$ cat src/rtl/irq_ctrl.sv
// Parametrised 68000 interrupt controller: per-source enable, edge/level mode,
// polarity and IPL, prioritised onto active-low IPL lines, cleared by IACK cycles.
module irq_ctrl #(
    parameter int NUM_SRC     = 4,
    parameter int SYNC_STAGES = 2
) (
    input  logic               clk,
    input  logic               reset,
    input  logic               cs,
    input  logic [1:0]         wr,
    input  logic [2:0]         address,
    input  logic [15:0]        din,
    output logic [15:0]        dout,
    input  logic [NUM_SRC-1:0] irq_src,
    input  logic [2:0]         cpu_fc,
    input  logic               cpu_as_n,
    input  logic [2:0]         iack_lvl,
    output logic [2:0]         ipl_n
);

    localparam int SD = (SYNC_STAGES > 0) ? SYNC_STAGES : 1;

    logic [NUM_SRC-1:0] sync_q [SD];
    logic [NUM_SRC-1:0] sync_d [SD];
    logic [NUM_SRC-1:0] enable_q, enable_d, mode_q, mode_d, polarity_q, polarity_d;
    logic [NUM_SRC-1:0] pend_q, pend_d, act_prev_q, act_prev_d;
    logic [2:0]         level_q [NUM_SRC];
    logic [2:0]         level_d [NUM_SRC];
    logic               as_n_prev_q, as_n_prev_d;
    logic [2:0]         cur_ipl_q, cur_ipl_d;
    logic [15:0]        dout_q, dout_d;

    logic [NUM_SRC-1:0] src_s, act, rise, qual, iack_clr, wr_clr;
    logic [2:0]         max_lvl;
    logic               iack, found;
    logic [15:0]        rdata;
    logic               unused_din;

    // Level nibble bit 3 is never stored.
    assign unused_din = ^{din[15], din[11], din[7], din[3]};

    always_comb begin
        sync_d[0] = irq_src;
        for (int i = 1; i < SD; i++) sync_d[i] = sync_q[i-1];
    end

    assign src_s      = (SYNC_STAGES == 0) ? irq_src : sync_q[SD-1];
    assign act        = src_s ^ polarity_q;
    assign rise       = act & ~act_prev_q;
    assign act_prev_d = act;
    assign as_n_prev_d = cpu_as_n;

    // Register writes
    always_comb begin
        enable_d   = enable_q;
        mode_d     = mode_q;
        polarity_d = polarity_q;
        level_d    = level_q;
        wr_clr     = '0;
        if (cs && wr[0]) begin
            case (address)
                3'd0:    enable_d   = din[NUM_SRC-1:0];
                3'd1:    mode_d     = din[NUM_SRC-1:0];
                3'd2:    polarity_d = din[NUM_SRC-1:0];
                3'd3:    wr_clr     = din[NUM_SRC-1:0];
                default: ;
            endcase
        end
        for (int n = 0; n < NUM_SRC; n++) begin
            if (cs && (address == ((n < 4) ? 3'd4 : 3'd5)) &&
                (((n % 4) >= 2) ? wr[1] : wr[0]))
                level_d[n] = din[(n % 4) * 4 +: 3];
        end
    end

    // Qualification, priority, IACK clear and pending update
    always_comb begin
        qual = pend_q & enable_q;
        for (int n = 0; n < NUM_SRC; n++)
            if (level_q[n] == 3'd0) qual[n] = 1'b0;

        max_lvl = 3'd0;
        for (int n = 0; n < NUM_SRC; n++)
            if (qual[n] && (level_q[n] > max_lvl)) max_lvl = level_q[n];
        cur_ipl_d = max_lvl;

        iack     = (cpu_fc == 3'b111) && as_n_prev_q && !cpu_as_n;
        iack_clr = '0;
        found    = 1'b0;
        for (int n = 0; n < NUM_SRC; n++) begin
            if (iack && !found && qual[n] && mode_q[n] && (level_q[n] == iack_lvl)) begin
                iack_clr[n] = 1'b1;
                found       = 1'b1;
            end
        end

        // A new edge outranks any clear landing on the same bit.
        for (int n = 0; n < NUM_SRC; n++)
            pend_d[n] = mode_q[n] ? ((pend_q[n] & ~(iack_clr[n] | wr_clr[n])) | rise[n])
                                  : act[n];
    end

    // Read mux
    always_comb begin
        rdata = '0;
        case (address)
            3'd0:    rdata[NUM_SRC-1:0] = enable_q;
            3'd1:    rdata[NUM_SRC-1:0] = mode_q;
            3'd2:    rdata[NUM_SRC-1:0] = polarity_q;
            3'd3:    rdata[NUM_SRC-1:0] = pend_q;
            3'd6:    rdata[NUM_SRC-1:0] = act;
            3'd7:    rdata[2:0]         = cur_ipl_q;
            default: begin
                for (int n = 0; n < NUM_SRC; n++)
                    if (address == ((n < 4) ? 3'd4 : 3'd5))
                        rdata[(n % 4) * 4 +: 3] = level_q[n];
            end
        endcase
        dout_d = cs ? rdata : dout_q;
    end

    always_ff @(posedge clk) begin
        if (reset) begin
            for (int i = 0; i < SD; i++) sync_q[i] <= '0;
            for (int n = 0; n < NUM_SRC; n++) level_q[n] <= 3'd0;
            enable_q    <= '0;
            mode_q      <= '0;
            polarity_q  <= '0;
            pend_q      <= '0;
            act_prev_q  <= '0;
            as_n_prev_q <= 1'b0;
            cur_ipl_q   <= 3'd0;
            dout_q      <= '0;
        end else begin
            for (int i = 0; i < SD; i++) sync_q[i] <= sync_d[i];
            for (int n = 0; n < NUM_SRC; n++) level_q[n] <= level_d[n];
            enable_q    <= enable_d;
            mode_q      <= mode_d;
            polarity_q  <= polarity_d;
            pend_q      <= pend_d;
            act_prev_q  <= act_prev_d;
            as_n_prev_q <= as_n_prev_d;
            cur_ipl_q   <= cur_ipl_d;
            dout_q      <= dout_d;
        end
    end

    assign dout  = dout_q;
    assign ipl_n = ~cur_ipl_q;

endmodule
$ cat config.mk
export PLATFORM = sky130hd
export DESIGN_NAME = irq_ctrl
export DESIGN_NICKNAME = d
export VERILOG_FILES = /design/src/rtl/irq_ctrl.sv
export SDC_FILE = /design/constraint.sdc
export NUM_CORES = 1
export LEC_CHECK = 0
export BUFFER_PORTS_ARGS = -buffer_cell sky130_fd_sc_hd__buf_2
export CAP_MARGIN = 40
export CORE_ASPECT_RATIO = 0.9
export CORE_UTILIZATION = 26
export CTS_BUF_LIST = sky130_fd_sc_hd__clkbuf_2 sky130_fd_sc_hd__clkbuf_4 sky130_fd_sc_hd__clkbuf_8
export DETAILED_ROUTE_END_ITERATION = 6
export SYNTH_ARGS = -nofsm -noshare
export SYNTH_HDL_FRONTEND = slang
export SYNTH_SLANG_ARGS = --single-unit
$ cat constraint.sdc
create_clock -name clk -period 3.77 [get_ports clk]
set_input_delay 0.754 -clock clk [delete_from_list [all_inputs] [get_ports clk]]
set_output_delay 0.754 -clock clk [all_outputs]
set_load 0.02 [all_outputs]
==> metrics list <==
* Routed WL: 7.80 mm
* Final worst-path setup slack: -0.0965 ns
- Mean area per synthesized cell: 8.56 um^2
- For this run, the number of standard cells in the final layout without fillers is 538.
* Initial antenna violation count: 0
* Pre-Repair DR Iteration Count: 4
* Total overflow reported by the global router: 0
- Clock-pin slew was measured on the worst setup and hold paths at 0.07 ns.
* Slowest library cell on the worst path: or3b_4
* Overall power consumption: 1.29 mW
* Clock Tree Buf Depth: 2
- Based on the critical path, the design can be clocked at up to 259 MHz.
* Post-DP Area: 3410 um^2
- Summed over all cells, the static leakage comes to ~1.4 nW.
- The routed layout has about 2,600 vias.
- STA classifies the critical path endpoint as a flip-flop.
- Max-slew violation count: 0
- At the end of the flow, the number of nets in the layout was between 400 and 500.
- Yosys reg bits: 57
- Dpl cells: 519
- The root buffer cell chosen for the clock tree is clkbuf_8.
- Post-Synthesis Cells: about 340
- In the final layout, the share of cells above drive strength 1 is 0.289.
- Number of synthesized flops with an enable pin: 0
- Unique cell type count in the Yosys netlist: 49
* Buffers plus inverters on the worst setup path: 0
* Dominant combinational cell family by area after synthesis: simple AND/OR/NAND/NOR gates
- The share of the Yosys chip area taken by registers is 0.396.
- The clock arrives with between 0.01 and 0.015 ns of skew.
* Finished Core Util: 0.346
- Number of global-route vias before repair: 2,533
- After synthesis, the share of flip-flops with an asynchronous set or reset is 0.
- Data on the critical path arrives at its endpoint at 4.12 ns.
- Average detailed-routed wire length per instance: between 10 and 15 um
- Measured in cells, the most critical reg-to-reg path has a length of 17.
- In this run the vertical extent of the chip is 102 um.
* Netlist Area Pre-Place: 2880 um^2
- Yosys warning total: 0
- For flop-to-flop paths, the worst setup slack is -0.1 ns.
- The compound-cell area share of the yosys netlist came to 0.143.
* Area grow syn2layout: 29.8%
* Area share of the largest cell type after synthesis: 0.396
- Half-perimeter wire length after placement: 5.64 mm
* Simple-gate area share of the yosys netlist: 0.232
* RSZ-0062 raised after global routing: true
* Adder-Cell Fraction of Synth Area: 0.0390
* Routability-driven placement congestion ratio: 0.810
- After layout, the minimum clock period comes to 3.87 ns.
* Number of top-level pins: 54
- Starting density of the core: 0.267
- In this run the most critical hold path is launched from sync_q[0][3].
- Dominant cells by area after synthesis: dfxtp_1 (40%), mux2i_1 (5.9%), nand2_1 (5.3%), nor2b_1 (5.2%), nor2_1 (4.0%)
* Reg2Reg Launch Point: enable_q[0]
* Worst rel slew slack: 0.541
* Hold/Removal Path Class: flip-flop to flip-flop
- Counting the buffers created by CTS gives 9.
- Number of cells on the critical path: 17
* Die Outline Area: 11,500 um^2
- Total clock sinks: between 50 and 60
- Remaining design rule violation count: 0
- Setup CP Type: flip-flop to flip-flop
* Required time at the worst-slack endpoint: 4.03 ns
- Buffers on Ports: 47
- Status: complete, but fails checks
- Maximum number of pins on one net before global-route repair: 32
* Final Hold Viols: 0
* Placeable core region: 10,800 um^2
- Mux cell area share after synthesis: 0.0824
- Number of H-tree branching levels: 3
- Total of endpoints with negative setup slack in the final report: 3
* Iteration-0 DRC count of the detailed router: 153
- For the pin with the worst max-slew slack, the measured transition is 0.688 ns.
- CTS tree: built
- Power density over the cells: 344 nW/um^2
- The final reports fail on negative setup slack.
- The first global-routing pass estimated 12.6 mm of wire.
- Number of cells traversed by the worst hold path: 1
- For hold timing, the worst endpoint is sync_q[0][7].
* Clock latency of the later-clocked register in the worst-skew pair: 0.33 ns
- Layout Cell Area excl Fill: 3740 um^2
* Critical path startpoint category: flip-flop
- Broken down by cell family, the worst path's largest delay share belongs to compound AO/OA/AOI/OAI gates.
- In this design, the stage delay of the slowest critical-path cell is 0.42 ns.
- Using the TritonRoute via totals, the vias-per-cell ratio works out to between 4 and 5.
* Width of the chip: 113 um
- Setup total negative slack on the finished layout was measured at -0.267 ns.
- Main flop type after synthesis: dfxtp_1
* Diodes inserted: 0
* Std-Cell Rows: 36
* Detail Route Antenna Nets: 0
- Sequence of cells on the critical path: nand3_4 > ha_4 > nor2b_4 > o21a_1 > o21ai_4 > mux2_4 > ha_4 > nor2b_1 > o21a_1 > o21a_2 > mux2_4 > ha_4 > nor2b_4 > o21a_1 > o21ai_2 > or3b_4 > o221ai_2
* Crit-path max FO: 4
- Post-synthesis xor/xnor area fraction: 0.0547
* R2R Path End: cur_ipl_q[2]
- The worst-case IR drop observed on VDD is 136 uV.
* Number of max-cap violations: 0
- Across every metal layer, demand over resource in global routing totals 0.141.
- Dominant cell type by area after synthesis: dfxtp_1
- Dividing the final minimum period by the clock period gives 1.03.
## worst max-delay path by stage
stage / start / endpoint / slack (ns)
after floorplan: enable_q[0] / cur_ipl_q[0] / -0.17
after global placement: pend_q[0] / cur_ipl_q[0] / -0.11
after detailed placement: pend_q[0] / cur_ipl_q[0] / -0.19
after CTS: enable_q[0] / cur_ipl_q[0] / -0.08
after global routing: pend_q[0] / cur_ipl_q[0] / -0.25
final: enable_q[0] / cur_ipl_q[2] / -0.1
## layout make-up
type	count	area, um^2
Tap cell	133	166
Inverter	13	48.8
Clock inverter	7	71.3
Fill cell	1139	7070
Sequential cell	57	1150
Timing Repair Buffer	70	412
Multi-Input combinational cell	249	1770
Clock buffer	9	124
## sequential cells by signal, summed over array words and instances, names as in the netlist
register and cells:
level_q 12, sync_q 8, pend_q 4, enable_q 4, as_n_prev_q 1, cur_ipl_q 3, act_prev_q 4, dout 13
mode_q 4, polarity_q 4
## synth_stat cells, types with 2 or more instances
master    number
o311ai_1       3
xnor2_1        9
clkbuf_1      11
inv_1         13
nor4_1         2
nor2_1        31
o21a_1         4
a21oi_1       22
mux2i_1       17
ha_1           9
nor3b_1        2
o21ai_1        7
a211oi_1       2
dfxtp_1       57
a22o_1         2
o221ai_1       3
nand2_1       41
buf_2          3
a211o_1        2
mux2_2         4
nand2b_1       2
or3b_1         2
o21ai_2        2
nand4_1        7
a31oi_1        5
nor2b_1       24
a311oi_1       2
nand4b_1       2
buf_4          4
xor2_1         9
nor3_1         2
nand3_1       15
## what timing repair did
action / in CTS / in global routing
pin swaps: 6 / 1
resized for setup: 6 / 13
endpoints found under the setup margin: 3 / 3
hold buffers: 0 / 0
setup buffers: 2 / 1
hold endpoints to repair: 0 / 0
## cell usage in the layout (no fill, tap or decap), types with 3 or more instances in the layout
cell type,n
o21a_1,3
clkinvlp_4,3
ha_4,5
nand3_1,13
mux2_4,3
dfxtp_1,54
o21ai_1,6
nand2_1,41
a31oi_1,3
buf_4,22
xor2_1,9
clkbuf_8,9
nor2_1,31
xnor2_1,9
o311ai_1,3
nand4_1,7
conb_1,3
a21oi_1,22
mux2i_1,16
nor2b_1,22
buf_2,47
ha_1,4
inv_1,13
o221ai_2,3
## metal layers
metal,global-route usage,wire length (um),vias up
met5,0,0,-
met4,0.0273,65,0
met3,0.0445,469,7
met2,0.235,3610,76
met1,0.182,3650,1199
li1,-,-,1294
## power by group
group / total (mW) / internal (mW) / switching, mW
logic: 0.103 / 0.0399 / 0.0635
clock network: 0.560 / 0.303 / 0.257
registers: 0.623 / 0.614 / 0.00889
## metrics by stage
step,hold WS (ns),setup WS [ns]
2_1_floorplan,0.414,-0.173
3_3_place_gp,0.425,-0.113
3_5_place_dp,0.424,-0.189
4_1_cts,0.439,-0.0843
5_1_grt,0.460,-0.253
6_report,0.438,-0.0965
## logic make-up after synthesis
family,Yosys count
fa+ha+maj,9
xor+xnor,18
other cells,1
mux,22
compound gates,62
buf+inv,33
simple gates,135
flops,57
No activity file was read; power rests on OpenSTA's default activity.
